===== src/rtl/axi_stream_header_scheduler_pkg.sv =====
// Shared definitions for the AXI-Stream header scheduler: FSM encoding and
// width helpers used to derive the keep and byte-count widths.
package axi_hdr_pkg;

    typedef enum logic [1:0] {
        ST_IDLE     = 2'd0,
        ST_OFFER    = 2'd1,
        ST_WAIT_EOP = 2'd2
    } hdr_state_e;

    localparam int DEF_DATA_WD = 32;

    // Number of keep bits for a given header data width.
    function automatic int byte_wd(input int data_wd);
        return data_wd / 8;
    endfunction

    // Byte-count width; never narrower than one bit so ports stay legal.
    function automatic int cnt_wd(input int byte_w);
        return (byte_w > 1) ? $clog2(byte_w) : 1;
    endfunction

endpackage


===== src/rtl/axi_stream_header_scheduler_rr_arbiter.sv =====
// Combinational round-robin arbiter: picks the first active request at or
// after (last_grant + 1), wrapping at NUM_REQ-1 (works for any NUM_REQ).
module rr_arbiter #(
    parameter int NUM_REQ = 4,
    parameter int ID_WD   = $clog2(NUM_REQ)
) (
    input  logic [NUM_REQ-1:0] req,
    input  logic [ID_WD-1:0]   last_grant,
    output logic [NUM_REQ-1:0] grant,
    output logic [ID_WD-1:0]   grant_idx,
    output logic               any_req
);

    // Scan candidates in rotating priority order and keep the first hit.
    always_comb begin
        logic [ID_WD:0]   sum_v;
        logic [ID_WD-1:0] cand_v;
        logic             found_v;
        logic             hit_v;
        grant     = '0;
        grant_idx = '0;
        any_req   = |req;
        found_v   = 1'b0;
        sum_v     = '0;
        cand_v    = '0;
        hit_v     = 1'b0;
        for (int k = 0; k < NUM_REQ; k++) begin
            sum_v  = {1'b0, last_grant} + (ID_WD+1)'(k + 1);
            sum_v  = (sum_v >= (ID_WD+1)'(NUM_REQ)) ? (sum_v - (ID_WD+1)'(NUM_REQ)) : sum_v;
            cand_v = sum_v[ID_WD-1:0];
            hit_v  = ~found_v & req[cand_v];
            grant[cand_v] = grant[cand_v] | hit_v;
            grant_idx     = hit_v ? cand_v : grant_idx;
            found_v       = found_v | hit_v;
        end
    end

endmodule


===== src/rtl/axi_stream_header_scheduler.sv =====
// Shares the inserter's single header port among NUM_REQ header sources.
// One header per packet is offered; the grant stays locked until the
// inserter output shows the last-beat handshake of that packet.
module axi_stream_header_scheduler
    import axi_hdr_pkg::*;
#(
    parameter int NUM_REQ      = 4,
    parameter int DATA_WD      = DEF_DATA_WD,
    parameter int DATA_BYTE_WD = byte_wd(DATA_WD),
    parameter int BYTE_CNT_WD  = cnt_wd(DATA_BYTE_WD),
    parameter int REQ_ID_WD    = $clog2(NUM_REQ),
    parameter int PKT_CNT_WD   = 8
) (
    input  logic                              clk,
    input  logic                              rst_n,
    input  logic [NUM_REQ-1:0]                req_valid,
    input  logic [NUM_REQ*DATA_WD-1:0]        req_data,
    input  logic [NUM_REQ*DATA_BYTE_WD-1:0]   req_keep,
    input  logic [NUM_REQ*BYTE_CNT_WD-1:0]    req_byte_cnt,
    output logic [NUM_REQ-1:0]                req_ready,
    output logic                              hdr_valid,
    output logic [DATA_WD-1:0]                hdr_data,
    output logic [DATA_BYTE_WD-1:0]           hdr_keep,
    output logic [BYTE_CNT_WD-1:0]            hdr_byte_cnt,
    input  logic                              hdr_ready,
    input  logic                              mon_valid,
    input  logic                              mon_ready,
    input  logic                              mon_last,
    output logic [REQ_ID_WD-1:0]              grant_id,
    output logic                              busy,
    output logic [PKT_CNT_WD-1:0]             pkt_cnt
);

    hdr_state_e                state_r;
    hdr_state_e                state_nxt_s;
    logic [REQ_ID_WD-1:0]      last_grant_r;
    logic [REQ_ID_WD-1:0]      grant_id_r;
    logic [REQ_ID_WD-1:0]      arb_idx_s;
    logic [NUM_REQ-1:0]        arb_grant_s;
    logic                      any_req_s;
    logic [DATA_WD-1:0]        hold_data_r;
    logic [DATA_BYTE_WD-1:0]   hold_keep_r;
    logic [BYTE_CNT_WD-1:0]    hold_cnt_r;
    logic [PKT_CNT_WD-1:0]     pkt_cnt_r;
    logic [NUM_REQ-1:0]        req_ready_s;
    logic                      hdr_valid_s;
    logic                      capture_s;
    logic                      hdr_fire_s;
    logic                      eop_s;

    rr_arbiter #(
        .NUM_REQ (NUM_REQ),
        .ID_WD   (REQ_ID_WD)
    ) u_arb (
        .req        (req_valid),
        .last_grant (last_grant_r),
        .grant      (arb_grant_s),
        .grant_idx  (arb_idx_s),
        .any_req    (any_req_s)
    );

    assign capture_s  = (state_r == ST_IDLE) && any_req_s;
    assign hdr_fire_s = hdr_valid_s && hdr_ready;
    assign eop_s      = mon_valid && mon_ready && mon_last;

    // FSM state register.
    always_ff @(posedge clk or negedge rst_n) begin
        if (!rst_n) begin
            state_r <= ST_IDLE;
        end else begin
            state_r <= state_nxt_s;
        end
    end

    // FSM next-state logic; EOP handshakes outside WAIT_EOP are ignored.
    always_comb begin
        state_nxt_s = state_r;
        case (state_r)
            ST_IDLE:     state_nxt_s = any_req_s  ? ST_OFFER    : ST_IDLE;
            ST_OFFER:    state_nxt_s = hdr_fire_s ? ST_WAIT_EOP : ST_OFFER;
            ST_WAIT_EOP: state_nxt_s = eop_s      ? ST_IDLE     : ST_WAIT_EOP;
            default:     state_nxt_s = ST_IDLE;
        endcase
    end

    // FSM outputs; the capture strobe is held off while reset is asserted.
    always_comb begin
        req_ready_s = '0;
        hdr_valid_s = 1'b0;
        case (state_r)
            ST_IDLE: begin
                if (rst_n) begin
                    req_ready_s = arb_grant_s;
                end else begin
                    req_ready_s = '0;
                end
            end
            ST_OFFER:    hdr_valid_s = 1'b1;
            ST_WAIT_EOP: hdr_valid_s = 1'b0;
            default: begin
                req_ready_s = '0;
                hdr_valid_s = 1'b0;
            end
        endcase
    end

    // Capture the winning header, update round-robin pointer and grant id.
    always_ff @(posedge clk or negedge rst_n) begin
        if (!rst_n) begin
            hold_data_r  <= '0;
            hold_keep_r  <= '0;
            hold_cnt_r   <= '0;
            last_grant_r <= REQ_ID_WD'(NUM_REQ - 1);
            grant_id_r   <= '0;
        end else if (capture_s) begin
            hold_data_r  <= req_data[arb_idx_s*DATA_WD +: DATA_WD];
            hold_keep_r  <= req_keep[arb_idx_s*DATA_BYTE_WD +: DATA_BYTE_WD];
            hold_cnt_r   <= req_byte_cnt[arb_idx_s*BYTE_CNT_WD +: BYTE_CNT_WD];
            last_grant_r <= arb_idx_s;
            grant_id_r   <= arb_idx_s;
        end else begin
            hold_data_r  <= hold_data_r;
            hold_keep_r  <= hold_keep_r;
            hold_cnt_r   <= hold_cnt_r;
            last_grant_r <= last_grant_r;
            grant_id_r   <= grant_id_r;
        end
    end

    // Completed-packet counter, wrapping naturally at 2^PKT_CNT_WD.
    always_ff @(posedge clk or negedge rst_n) begin
        if (!rst_n) begin
            pkt_cnt_r <= '0;
        end else if ((state_r == ST_WAIT_EOP) && eop_s) begin
            pkt_cnt_r <= pkt_cnt_r + PKT_CNT_WD'(1);
        end else begin
            pkt_cnt_r <= pkt_cnt_r;
        end
    end

    assign req_ready    = req_ready_s;
    assign hdr_valid    = hdr_valid_s;
    assign hdr_data     = hold_data_r;
    assign hdr_keep     = hold_keep_r;
    assign hdr_byte_cnt = hold_cnt_r;
    assign grant_id     = grant_id_r;
    assign busy         = (state_r != ST_IDLE);
    assign pkt_cnt      = pkt_cnt_r;

endmodule

===== config.mk =====
export PLATFORM = sky130hd
export DESIGN_NAME = axi_stream_header_scheduler
export DESIGN_NICKNAME = d
export VERILOG_FILES = /design/src/rtl/axi_stream_header_scheduler_pkg.sv /design/src/rtl/axi_stream_header_scheduler_rr_arbiter.sv /design/src/rtl/axi_stream_header_scheduler.sv
export SDC_FILE = /design/constraint.sdc
export NUM_CORES = 1
export LEC_CHECK = 0
export ABC_CLOCK_PERIOD_IN_PS = 4330
export BUFFER_PORTS_ARGS = -buffer_cell sky130_fd_sc_hd__clkbuf_2
export CAP_MARGIN = 20
export CORE_MARGIN = 4
export CORE_UTILIZATION = 40
export CTS_CLUSTER_DIAMETER = 80
export DETAILED_ROUTE_END_ITERATION = 6
export PLACE_DENSITY = 0.8
export SETUP_SLACK_MARGIN = 0.05
export SYNTH_ARGS = -nofsm -noshare
export SYNTH_HDL_FRONTEND = slang
export SYNTH_SLANG_ARGS = --single-unit

===== constraint.sdc =====
create_clock -name clk -period 4.33 [get_ports clk]
set_clock_uncertainty 0.2 [all_clocks]
set_input_delay 0.866 -clock clk [delete_from_list [all_inputs] [get_ports clk]]
set_output_delay 0.866 -clock clk [all_outputs]
set_load 0.05 [all_outputs]

# --- Word level (Yosys, flattened, before mapping) ---
# Cells that the tools add are included.
word_totals:
  in_bits: 162
  out_inout_bits: 54
  wordCells: 100
  register_bits: 52
op_classes:
  reduce_logical: 12
  n_eq_ne: 2
  n_shift: 3
  n_addsub: 9
  order_cmp: 12
  n_bitwise: 13
  mux: 42
ops:
  columns: ["cell", "count"]
  rows:
  - ["variable part select 128 x 8 -> 32 bit", 1]
  - ["2-to-1 mux 2 bit", 10]
  - ["binary-select mux 1 bit (select 2 bit)", 8]
  - ["variable part select 16 x 5 -> 4 bit", 1]
  - ["2-to-1 mux 1 bit", 14]
  - ["bitwise mux 4 bit", 3]
  - ["greater-or-equal comparator 3 bit (second input constant)", 4]
  - ["less-than comparator 2 x 3 -> 1 bit (second input constant)", 4]
  - ["logical AND 1 bit", 9]
  - ["adder 8 x 1 -> 8 bit (second input constant)", 1]
  - ["demux 1 bit (select 2 bit)", 4]
  - ["greater-or-equal comparator 2 x 1 -> 1 bit (second input constant)", 4]
  - ["2-to-1 mux 4 bit", 2]
  - ["variable part select 8 x 4 -> 2 bit", 1]
  - ["subtractor 2 x 1 -> 2 bit (second input constant)", 4]
  - ["adder 2 x 2 -> 3 bit (second input constant)", 2]
  - ["bitwise OR 1 bit", 6]
  - ["case mux 2 bit (3 select lines)", 1]
  - ["AND 4 bit", 1]
  - ["OR reduction 4 bit", 1]
  - ["adder 2 x 1 -> 3 bit (second input constant)", 1]
  - ["adder 2 x 3 -> 3 bit (second input constant)", 1]
  - ["AND 1 bit", 3]
  - ["inverter 1 bit", 3]
  - ["4 further kinds", 4]

# --- Logic depth before layout (Yosys ltp) ---
# Gate-level depths: netlist (run 1).
logic_depth:
  word_depth: 22
  mapped_depth: 12
  mapped_depth_nobuf: 9

# --- Modules after synthesis ---
# A second synthesis (run 1) with hierarchy kept.
hier_totals:
  hier_cells: 272
  hier_area_um2: 3803.6
by_module_without_submodules:
  columns: ["module", "cells_each", "area_each_um2", "n_inst", "seq_area_each_um2"]
  rows:
  - ["axi_stream_header_scheduler", 183, 3120.5, 1, 1303.8]
  - ["rr_arbiter", 89, 683.2, 1, 0.0]

# --- Least setup slack after synthesis (run 1) ---
# No wires, ideal clock.
synth_path:
  kind: "flip-flop to output port"
  from: "register last_grant_r[1]"
  to: "output req_ready[1]"
  setup_slack_ns: -1.144
  path_stages_with_launch: 12
  path_buffers: 2
  t_required_ns: 3.264
  arrival_ns: 4.408
  path_cell_list: "dfstp_2 -> clkbuf_1 -> inv_1 -> ha_1 -> clkbuf_1 -> mux4_2 -> or3b_4 -> o211ai_2 -> o21ai_2 -> a2111oi_4 -> nor4b_2 -> a211oi_1"
synth_between:
  elab_chain_cells: 22
  word_cells_on_any_way: 70
  cone_classes: "8 x add/sub; 12 x order compare; 33 x mux; 13 x bitwise; 4 x reduce/logical"
synth_rtl:
  columns: ["element", "line_no", "rtl"]
  rows:
  - ["start: declaration", "axi_stream_header_scheduler.sv:36", "logic [REQ_ID_WD-1:0] last_grant_r;"]
  - ["start signal: assignment", "axi_stream_header_scheduler.sv:113", "last_grant_r <= REQ_ID_WD'(NUM_REQ - 1);"]
  - ["start signal: assignment", "axi_stream_header_scheduler.sv:119", "last_grant_r <= arb_idx_s;"]
  - ["start signal: assignment", "axi_stream_header_scheduler.sv:125", "last_grant_r <= last_grant_r;"]
  - ["adder 2 x 1 -> 3 bit", "axi_stream_header_scheduler_rr_arbiter.sv:28", "sum_v = {1'b0, last_grant} + (ID_WD+1)'(k + 1);"]
  - ["greater-or-equal comparator 3 bit / subtractor 2 x 1 -> 2 bit (equally long branches)", "axi_stream_header_scheduler_rr_arbiter.sv:29", "sum_v = (sum_v >= (ID_WD+1)'(NUM_REQ)) ? (sum_v - (ID_WD+1)'(NUM_REQ)) : sum_v;"]
  - ["2-to-1 mux 2 bit", "axi_stream_header_scheduler_rr_arbiter.sv:29", null]
  - ["less-than comparator 2 x 3 -> 1 bit (not written as such) / greater-or-equal comparator 2 x 1 -> 1 bit (equally long branches)", "axi_stream_header_scheduler_rr_arbiter.sv:32", "grant[cand_v] = grant[cand_v] | hit_v;"]
  - ["logical AND 1 bit (not written as such)", "axi_stream_header_scheduler_rr_arbiter.sv:32", null]
  - ["2-to-1 mux 1 bit (not written as such)", "axi_stream_header_scheduler_rr_arbiter.sv:32", null]
  - ["demux 1 bit (select 2 bit)", null, null]
  - ["AND 4 bit (no source line)", null, null]
  - ["[... 6 more ...]", null, null]
  - ["bitwise OR 1 bit", "axi_stream_header_scheduler_rr_arbiter.sv:32", null]
  - ["bitwise mux 4 bit", "axi_stream_header_scheduler_rr_arbiter.sv:32", null]
  - ["binary-select mux 1 bit (select 2 bit)", "axi_stream_header_scheduler_rr_arbiter.sv:32", null]
  - ["2-to-1 mux 1 bit (not written as such)", "axi_stream_header_scheduler_rr_arbiter.sv:32", null]
  - ["bitwise OR 1 bit", "axi_stream_header_scheduler_rr_arbiter.sv:32", null]
  - ["bitwise mux 4 bit *", "axi_stream_header_scheduler_rr_arbiter.sv:32", null]
  - ["2-to-1 mux 4 bit *", "axi_stream_header_scheduler.sv:92", "if (rst_n) begin"]
  - ["2-to-1 mux 4 bit *", "axi_stream_header_scheduler.sv:90", "case (state_r)"]
  - ["end: declaration", "axi_stream_header_scheduler.sv:20", "output logic [NUM_REQ-1:0] req_ready,"]
# Every way passes the cells marked *; elsewhere a longest branch is shown, timed or not. The select of a mux whose other input is x is not followed.

# --- Final worst setup path (run 1) ---
layout_path:
  from: "input req_valid[2]"
  to: "output req_ready[1]"
layout_between:
  elab_chain_cells: 18
  word_cells_on_any_way: 32
  cone_classes: "19 x mux; 13 x bitwise"
layout_rtl:
  columns: ["element", "line_no", "rtl"]
  rows:
  - ["start: declaration", "axi_stream_header_scheduler.sv:16", "input logic [NUM_REQ-1:0] req_valid,"]
  - ["binary-select mux 1 bit (select 2 bit)", "axi_stream_header_scheduler_rr_arbiter.sv:31", "hit_v = ~found_v & req[cand_v];"]
  - ["2-to-1 mux 1 bit (not written as such)", "axi_stream_header_scheduler_rr_arbiter.sv:31", null]
  - ["bitwise OR 1 bit", "axi_stream_header_scheduler_rr_arbiter.sv:32", null]
  - ["AND 4 bit (no source line)", null, null]
  - ["binary-select mux 1 bit (select 2 bit)", "axi_stream_header_scheduler_rr_arbiter.sv:32", null]
  - ["2-to-1 mux 1 bit (not written as such)", "axi_stream_header_scheduler_rr_arbiter.sv:32", null]
  - ["bitwise OR 1 bit", "axi_stream_header_scheduler_rr_arbiter.sv:32", null]
  - ["bitwise mux 4 bit", "axi_stream_header_scheduler_rr_arbiter.sv:32", null]
  - ["[... 2 more ...]", null, null]
  - ["bitwise OR 1 bit", "axi_stream_header_scheduler_rr_arbiter.sv:32", null]
  - ["bitwise mux 4 bit", "axi_stream_header_scheduler_rr_arbiter.sv:32", null]
  - ["binary-select mux 1 bit (select 2 bit)", "axi_stream_header_scheduler_rr_arbiter.sv:32", null]
  - ["2-to-1 mux 1 bit (not written as such)", "axi_stream_header_scheduler_rr_arbiter.sv:32", null]
  - ["bitwise OR 1 bit", "axi_stream_header_scheduler_rr_arbiter.sv:32", null]
  - ["bitwise mux 4 bit *", "axi_stream_header_scheduler_rr_arbiter.sv:32", null]
  - ["2-to-1 mux 4 bit *", "axi_stream_header_scheduler.sv:92", null]
  - ["2-to-1 mux 4 bit *", "axi_stream_header_scheduler.sv:90", null]
# Marks and branches as above.

==> metrics.md, run 1 <==
| Metric | Value |
|---|---|
| Iteration-0 DRC Markers | 148 |
| Final net count | 681 |
| Post-synthesis simple-gate area fraction | 8.83% |
| Worst-path cell chain | clkbuf_2, mux4_2, or3b_4, buf_4, o2111ai_1, o211a_1, and3_4, nor4b_4, buf_4, a211oi_4, buf_8 |
| Worst EP arrival | 3.30 ns |
| CTS tree | yes |
| Max cap viols | 0 |
| Most crowded layer after global routing | met2 |
| Met1 Use GR | 22.6% |
| Ys Warns | 0 |
| Total gr overflow | 0 |
| Detail Placement HPWL | 9470 µm |
| Final period util | 101% |
| Post-synthesis xor/xnor area fraction | 1.66% |
| Crit. End Element | primary output |
| VDD IR max | 0.000506 V |
| Syn avg cell area | 13.0 µm² |
| Final worst slack | -0.0316 ns |
| 1st-pass router iterations | 4 |
| Die span in y | 104 µm |
| CP startpoint kind | input pin |
| Min cycle time layout | 4.36 ns |
| GRT met2 Usage | 41.9% |
| Die Area | 0.0109 mm² |
| Overall Power | 5.63 mW |
| Most common cell after layout, fill and taps aside | clkbuf_2 |
| Num CTS Buffers | 5 |
| CTS Root Cell | clkbuf_8 |
| CTS sink cnt | 52 |
| Largest family of logic cells by synthesized area | multiplexers |
| Met3 Track Usage GR | 5.77% |
| Final slew viol count | 0 |
| Syn nets | 451 |
| Top Ports | 216 |
| Post-synthesis cell type count | 55 |
| Post-route cell area | 0.00537 mm² |
| TNS Setup | -0.0797 ns |
| Commonest cells after routing, fill and taps aside | clkbuf_2 (211), dfrtp_1 (50), mux2_2 (45) |
| Multi-input logic area | 0.00241 mm² |
| Ys flop type | dfrtp_1 |
| CP top delay family | simple AND/OR/NAND/NOR gates |
| Clk_lat worst skew | 0.30 ns |
| CP Buf/Inv Count | 4 |
| Seq/Total Area, Yosys | 35.2% |
| Placed Area | 0.00503 mm² |
| Routed wire length | 12200 µm |
| H-tree levels | 2 |
| Fill cell total of the finished layout | 734 |
| WP data required | 3.26 ns |
| IO Port Bufs | 215 |
| Compound-Gate Fraction of Synth Area | 7.81% |
| Vias in the first global route | 4041 |
| Netlist area before placement | 0.00370 mm² |
| Vias per inst | 5.59 |
| CP most frequent cell | buf_4 |
| Unrepaired setup endpoints after global routing | yes |
| Clock tree buffer depth | 2 |
| Min-delay worst type | reg2reg |
| Initial antenna violation count | 1 |
| CP peak stage delay | 0.56 ns |
| Synth Area in Adders | 1.69% |
| Initial Util | 41.8% |
| Final setup fails | 3 |
| Post-synthesis mux area share | 40.7% |
| Slew headroom | 33.4% |
| Worst slew pin tran | 0.999 ns |
| Hold Slack | 0.288 ns |
| P per Cell Area | 1050 mW/mm² |
| Clk pin slew, worst setup/hold paths | 0.10 ns |
| Via count | 3488 |
| Reg-to-reg setup timing slack | 0.72 ns |
| Post-synth EDFFs | 0 |
| GRT Total Usage | 22.3% |
| Final Hold Fails | 0 |
| Largest net degree at the start of global routing | 53 |
| Detail Route Antenna Nets | 0 |
| Crit path kind | in2out |
| Worst Path Max Fanout | 4 |
| Reg area | 0.00130 mm² |
| First-pass GRT wire length | 19600 µm |
| Status | complete, but fails checks |
| #FFs+latches synth | 52 |
| Crit-path slowest cell | mux4_2 |
| WL per Instance | 19.5 µm |
| Syn-to-layout area delta | 45.1% |
| Synthesized netlist cell count | 284 |
| Final GP Congestion | 0.891 |
| Max Freq | 229 MHz |
| Leakage | 2.54 nW |
| Synth async-reset ratio | 100% |
| Number of cell rows | 34 |
| Layout cells sized above 1 | 72.6% |
| Failing checks | setup timing |
| Die width | 104 µm |
| CTS Hold Buffers Added | 0 |
| DR DRC count | 0 |
| Core area | 0.00885 mm² |
==> Yosys cell counts (4+ instances only) <==
cell type | count | area share, %
a21oi_1 | 10 | 1.4
buf_2 | 7 | 0.95
clkbuf_1 | 11 | 1.1
dfrtp_1 | 50 | 34
ha_1 | 5 | 1.7
inv_1 | 7 | 0.71
mux2_2 | 45 | 14
mux4_2 | 42 | 26
nand2_1 | 11 | 1.1
nor2_1 | 18 | 1.8
nor2b_1 | 4 | 0.68
nor3_1 | 5 | 0.68
xnor2_1 | 4 | 0.95
==> where the power goes <==
group | total, mW | internal [mW] | switching (mW)
Clock | 0.297 | 0.131 | 0.166
Sequential | 0.873 | 0.736 | 0.137
Combinational | 4.46 | 2.00 | 2.46
Total | 5.63 | 2.86 | 2.77
==> metrics by stage <==
stage | worst slack, ns | utilization [%] | std cells
2_1_floorplan | -0.117 | - | 284
6_report | -0.0316 | 60.7 | 624
4_1_cts | -0.0632 | 59.4 | 619
3_3_place_gp | 0.00100 | 56.8 | 604
3_5_place_dp | -0.0725 | 56.8 | 604
5_1_grt | -0.157 | 60.7 | 624
==> path summary, 6_finish.rpt <==
| check | depth (start not counted) | to | startpoint |
|---|---|---|---|
| setup / recovery | 11 | req_ready[1] | req_valid[2] |
| hold / removal | 1 | pkt_cnt[7] | pkt_cnt[7] |
| setup reg to reg | 7 | hdr_data[3] | last_grant_r[0] |
| hold reg to reg | 1 | pkt_cnt[7] | pkt_cnt[7] |
| max in group asynchronous | 2 | hdr_data[3] | rst_n |
| min in group asynchronous | 2 | pkt_cnt[2] | rst_n |
==> cell families (layout without fill, tap and decap cells) <==
| group | Yosys count | count (layout) |
|---|---|---|
| adder cells (fa/ha/maj) | 5 | 5 |
| AND/OR/NAND/NOR | 61 | 61 |
| buffers and inverters | 31 | 262 |
| other | 0 | 1 |
| AO/OA/AOI/OAI | 37 | 37 |
| XOR/XNOR | 7 | 7 |
| flip-flops | 52 | 52 |
| multiplexers | 91 | 91 |
==> state kept, by name, indices dropped and copies added (netlist names) <==
signal	flops
hdr_keep	4
last_grant_r	2
hdr_data	32
grant_id	2
pkt_cnt	8
hdr_byte_cnt	2
state_r	2
==> routing by layer <==
metal	part of all wire (%)	vias up
met2	55	177
met3	7.1	46
met4	5.0	0
met1	33	1696
li1	-	1569
met5	0	-
==> what timing repair did <==
action	in CTS	in global routing
buffers inserted	7	5
gates resized for setup	20	15
endpoints found under the setup margin	4	4
pin swaps	3	7
==> area by class of cell <==
| type | instances | area share (%) |
|---|---|---|
| sequential | 52 | 24.3 |
| inverter | 7 | 0.489 |
| antenna | 1 | 0.0466 |
| clock inverter | 2 | 0.256 |
| tap | 108 | 2.52 |
| multi-input combinational | 201 | 44.9 |
| timing repair buffer | 247 | 26.0 |
| clock buffer | 6 | 1.54 |
(Power assumes the default switching activity.)
==> run 2, diff against run 1 <==
Settings changed: RECOVER_POWER set to 50.
==> run 2 against run 1 <==
Against the previous run:
- the flow finishes with violations (capacitance limit, slew limit, setup timing)
- first-iteration DRC count grew 1.4%
- setup slack is essentially flat
- routed wire length shrank 0.11%
- clock-buffer cell count unchanged
- sequential power is essentially flat
- via count unchanged
- sequential share of layout area grew 0.15 points
- fmax about the same
- utilization decreased by 0.38 points
- final cell count stayed put
- highest routed layer unchanged
==> metrics.md, run 2 (same netlist as run 1, synthesis figures left out) <==
| Metric | Value |
|---|---|
| Crit. End Element | primary output |
| Iteration-0 DRC Markers | 150 (+1.4%) |
| Min cycle time layout | 4.36 ns (-0.000196 ns) |
| Final Hold Fails | 0 (unchanged) |
| Detail Route Antenna Nets | 0 (unchanged) |
| Failing checks | capacitance limit, slew limit, setup timing |
| Inst Count DP | 604 (unchanged) |
| GRT Total Usage | 22.3% (unchanged) |
| Final slew viol count | 53 (+53) |
| Min-delay worst type | reg2reg |
| Detail Placement HPWL | 9470 µm (unchanged) |
| 1st-pass router iterations | 4 (unchanged) |
| Most common cell after layout, fill and taps aside | clkbuf_2 |
| First-pass GRT wire length | 19600 µm (unchanged) |
| Routed wire length | 12200 µm (-0.11%) |
| End-of-flow core utilization | 60.3% (-0.38 points) |
| Crit path kind | in2out |
| Clk_lat worst skew | 0.30 ns (about the same) |
| Status | complete, but fails checks |
| CTS Root Cell | clkbuf_8 |
| Core area | 0.00885 mm² (unchanged) |
| Worst EP arrival | 3.30 ns (about the same) |
| Number of cell rows | 34 (unchanged) |
| H-tree levels | 2 (unchanged) |
| Final period util | 101% (about the same) |
| CP most frequent cell | buf_4 |
| Worst-path cell chain | clkbuf_2, mux4_2, or3b_4, buf_4, o2111ai_1, o211a_1, and3_4, nor4b_4, buf_4, a211oi_4, buf_8 |
| CP top delay family | simple AND/OR/NAND/NOR gates |
| Slew headroom | -87.7% (-120 points) |
| Top Ports | 216 (unchanged) |
| Num CTS Buffers | 5 (unchanged) |
| CTS sink cnt | 52 (unchanged) |
| Hold Slack | 0.288 ns (-0.000747 ns) |
| Worst Path Max Fanout | 4 (unchanged) |
| Syn-to-layout area delta | 44.2% |
| VDD IR max | 0.000504 V (-0.39%) |
| Vias per inst | 5.59 (unchanged) |
| CTS tree | yes |
| Final setup fails | 3 (unchanged) |
| Unrepaired setup endpoints after global routing | yes |
| DR DRC count | 0 (unchanged) |
| Final net count | 681 (unchanged) |
| Die Area | 0.0109 mm² (unchanged) |
| Fill cell total of the finished layout | 749 (+2.0%) |
| Clk pin slew, worst setup/hold paths | 0.10 ns (about the same) |
| Total gr overflow | 0 (unchanged) |
| Via count | 3488 (unchanged) |
| Max Freq | 229 MHz (about the same) |
| CP peak stage delay | 0.56 ns (about the same) |
| Initial Util | 41.8% (unchanged) |
| Largest net degree at the start of global routing | 53 (unchanged) |
| WL per Instance | 19.5 µm (-0.11%) |
| CP Buf/Inv Count | 4 (unchanged) |
| Worst slew pin tran | 2.82 ns (+1.82 ns) |
| Initial antenna violation count | 1 (unchanged) |
| Max cap viols | 1 (+1) |
| P per Cell Area | 1050 mW/mm² (+0.10%) |
| CTS Hold Buffers Added | 0 (unchanged) |
| Crit-path slowest cell | mux4_2 |
| Leakage | 2.47 nW (-3.0%) |
| Non-Filler Instances | 624 (unchanged) |
| WP data required | 3.26 ns (about the same) |
| Die span in y | 104 µm (unchanged) |
| Final GP Congestion | 0.891 (unchanged) |
| Die width | 104 µm (unchanged) |
| Largest register FFs | 32 (unchanged) |
| Reg-to-reg setup timing slack | 0.72 ns (about the same) |
| Commonest cells after routing, fill and taps aside | clkbuf_2 (187), dfrtp_1 (50), mux2_2 (45) |
| IO Port Bufs | 215 (unchanged) |
| Layout cells sized above 1 | 67.8% (-4.9 points) |
| Final worst slack | -0.0314 ns (+0.000196 ns) |
| CP startpoint kind | input pin |
| Vias in the first global route | 4041 (unchanged) |
| Clock tree buffer depth | 2 (unchanged) |
run 2: cell count changes in the layout (fill, tap and decap cells not counted), sizes merged:
cell    change
buf         -1
clkbuf      +1
run 2: routing by layer:
layer  routed length [µm]  GRT usage [%]  up-vias
met5                    0              0        -
met4                  586           11.3        0
met3                  882           5.77       42
met2                 6650           41.9      178
met1                 4040           22.6     1700
li1                     -              -     1568
run 2: final timing paths:
| kind | startpoint | endpoint | cells past startpoint |
|---|---|---|---|
| setup / recovery | req_valid[2] | req_ready[1] | 11 |
| hold / removal | pkt_cnt[7] | pkt_cnt[7] | 1 |
| setup reg to reg | last_grant_r[0] | hdr_data[3] | 7 |
| hold reg to reg | pkt_cnt[7] | pkt_cnt[7] | 1 |
| max in group asynchronous | rst_n | hdr_data[3] | 2 |
| min in group asynchronous | rst_n | state_r[1] | 2 |
run 2: where the power goes:
group	switching (mW)	internal, mW	leakage, nW
combinational	2.46	1.97	1.79
sequential	0.137	0.736	0.621
clock	0.166	0.131	0.0516
run 2: area by class of cell:
type                       count  area, µm²  share of cell area [%]
tap                          108        135                    2.53
antenna                        1       2.50                  0.0469
sequential                    52       1300                    24.4
clock buffer                   6       82.6                    1.55
multi-input combinational    201       2410                    45.2
inverter                       7       26.3                   0.492
timing repair buffer         247       1360                    25.5
clock inverter                 2       13.8                   0.258
run 2: repair_timing:
item	in CTS	in global routing
cloned	0	0
pin swaps	3	7
setup endpoints to repair	4	4
resized for setup	20	15
buffers inserted	7	5
run 2: per-stage QoR:
step	setup slack, ns	TNS [ns]	area, µm²	total power [mW]
after global placement	0.00100	0	5030	4.89
after CTS	-0.0632	-0.133	5260	5.47
after detailed placement	-0.0725	-0.213	5030	5.00
final	-0.0314	-0.0790	5340	5.60
after global routing	-0.157	-0.539	5340	5.96
after floorplan	-0.117	-0.309	3770	4.12
==> run 3, diff against run 2 <==
Settings changed: BUFFER_PORTS_ARGS -buffer_cell sky130_fd_sc_hd__clkbuf_2 to -buffer_cell sky130_fd_sc_hd__buf_2.
==> run 3 against run 2 <==
Against the previous run:
- the flow still finishes with violations (capacitance limit, slew limit, setup timing)
- first-iteration DRC count fell by 7.3%
- global-route usage up 0.23 points
- hold slack got worse by 0.0098 ns
- utilization grew 1.0 points
- sequential power is 1% lower
- sequential share of layout area down 0.41 points
- design area rose by 1.7%
- critical path type is now reg2out
- largest power group unchanged
- highest routed layer unchanged
==> metrics.md, run 3 (same netlist as run 1, synthesis figures left out) <==
| Metric | Value |
|---|---|
| Die Area | 0.0109 mm² (unchanged) |
| Largest net degree at the start of global routing | 53 (unchanged) |
| Pre-CTS setup slack | -0.0988 ns (-0.0263 ns) |
| Status | complete, but fails checks |
| Final Hold Fails | 0 (unchanged) |
| Final net count | 685 (+0.59%) |
| Max Freq | 227 MHz (-1.1%) |
| DR DRC count | 0 (unchanged) |
| H-tree levels | 2 (unchanged) |
| Failing checks | capacitance limit, slew limit, setup timing |
| P per Cell Area | 1070 mW/mm² (+1.8%) |
| CP top delay family | buffers and inverters |
| CP most frequent cell | buf_6 |
| Worst Path Max Fanout | 5 (+1) |
| Worst slew pin tran | 2.79 ns (-0.0213 ns) |
| Worst EP arrival | 3.34 ns (+0.04 ns) |
| Worst-path cell chain | inv_2, buf_6, ha_2, mux4_2, mux2i_4, buf_6, buf_6, o21ai_1, o221ai_1, nor3_2, buf_4, nor4b_4, buf_4, a211oi_4, buf_6 |
| CTS Root Cell | clkbuf_8 |
| Detail Placement HPWL | 9610 µm (+1.5%) |
| Number of cell rows | 34 (unchanged) |
| VDD IR max | 0.000559 V (+11%) |
| CP Buf/Inv Count | 7 (+3) |
| Crit. End Element | primary output |
| CP peak stage delay | 0.56 ns (about the same) |
| Initial antenna violation count | 2 (+1) |
| Iteration-0 DRC Markers | 139 (-7.3%) |
| Leakage | 2.48 nW (+0.36%) |
| CTS tree | yes |
| Placed Area | 0.00505 mm² (+0.55%) |
| Routed wire length | 12400 µm (+1.9%) |
| Syn-to-layout area delta | 46.7% |
| Total gr overflow | 0 (unchanged) |
| CTS sink cnt | 52 (unchanged) |
| Vias in the first global route | 3973 (-1.7%) |
| WP data required | 3.26 ns (about the same) |
| Unrepaired setup endpoints after global routing | yes |
| Commonest cells after routing, fill and taps aside | buf_2 (188), dfrtp_1 (50), mux2_2 (45) |
| GRT Total Usage | 22.5% (+0.23 points) |
| WL per Instance | 19.7 µm (+1.1%) |
| IO Port Bufs | 215 (unchanged) |
| Initial Util | 41.8% (unchanged) |
| Final setup fails | 3 (unchanged) |
| Max cap viols | 1 (unchanged) |
| Clk pin slew, worst setup/hold paths | 0.10 ns (about the same) |
| Most common cell after layout, fill and taps aside | buf_2 |
| CTS Hold Buffers Added | 0 (unchanged) |
| Largest register FFs | 32 (unchanged) |
| 1st-pass router iterations | 4 (unchanged) |
| First-pass GRT wire length | 19800 µm (+0.99%) |
| Non-Filler Instances | 629 (+0.80%) |
| Die width | 104 µm (unchanged) |
| CP startpoint kind | register |
| Via count | 3509 (+0.60%) |
| Clock tree buffer depth | 2 (unchanged) |
| Crit-path slowest cell | dfstp_2 |
| TNS Setup | -0.167 ns (-0.0877 ns) |
| Top Ports | 216 (unchanged) |
| Final slew viol count | 53 (unchanged) |
| Overall Power | 5.80 mW (+3.6%) |
| Num CTS Buffers | 5 (unchanged) |
| Detail Route Antenna Nets | 0 (unchanged) |
| Final GP Congestion | 0.921 (+3.3%) |
| Slew headroom | -86.3% (+1.4 points) |
| Crit path kind | reg2out |
| Core area | 0.00885 mm² (unchanged) |
| Layout cells sized above 1 | 68.0% (+0.25 points) |
| Min cycle time layout | 4.41 ns (+0.0481 ns) |
| Inst Count DP | 606 (+0.33%) |
| Final worst slack | -0.0795 ns (-0.0481 ns) |
| Post-route cell area | 0.00543 mm² (+1.7%) |
| Final period util | 102% (+1.1 points) |
| Min-delay worst type | reg2reg |
| Vias per inst | 5.58 (-0.20%) |
| Die span in y | 104 µm (unchanged) |
| Clk_lat worst skew | 0.30 ns (about the same) |
[run 3: changes by cell type in the layout (fill, tap and decap cells not counted), moves of 3 or more]
cell / delta
buf_8: -3
buf_2: +188
clkbuf_2: -187
buf_6: +6
[run 3: layout make-up]
cell class / instances / area [µm²]
Timing Repair Buffer: 251 / 1400
Clock inverter: 2 / 38.8
Inverter: 7 / 26.3
Sequential cell: 52 / 1300
Clock buffer: 6 / 82.6
Antenna cell: 2 / 5.00
Multi-Input combinational cell: 201 / 2440
Fill cell: 738 / 3420
Tap cell: 108 / 135
[run 3: path summary, 6_finish.rpt]
check,to,start,cells after the start,slack (ns)
max reg2reg,hdr_data[17],last_grant_r[0],8,0.89
min in group asynchronous,pkt_cnt[7],rst_n,2,1.42
min reg2reg,pkt_cnt[7],pkt_cnt[7],1,0.28
max,req_ready[3],last_grant_r[0],15,-0.08
max in group asynchronous,hdr_keep[3],rst_n,2,0.91
min,pkt_cnt[7],pkt_cnt[7],1,0.28
[run 3: what timing repair did]
item	4_1_cts	5_1_grt
gates resized for setup	19	19
buffers inserted	7	6
gates cloned	0	0
pin swaps	7	6
endpoints found under the setup margin	4	4
[run 3: stage by stage]
stage | hold slack (ns) | util, %
2_1_floorplan | 0.273 | -
3_3_place_gp | 0.254 | 57.1
3_5_place_dp | 0.263 | 57.1
4_1_cts | 0.281 | 60.0
5_1_grt | 0.297 | 61.3
6_report | 0.278 | 61.3
[run 3: routing by layer]
layer	part of all wire (%)	vias up	GRT usage, %
li1	-	1583	-
met1	34	1733	24.0
met2	56	170	42.5
met3	8.0	23	6.58
met4	2.0	0	7.22
met5	0	-	0
[run 3: where the power goes]
group / total, mW / leakage (nW) / internal (mW) / switching [mW]
Clock: 0.355 / 0.0614 / 0.189 / 0.165
Sequential: 0.863 / 0.621 / 0.735 / 0.128
Combinational: 4.58 / 1.79 / 2.06 / 2.53
Total: 5.80 / 2.48 / 2.98 / 2.82
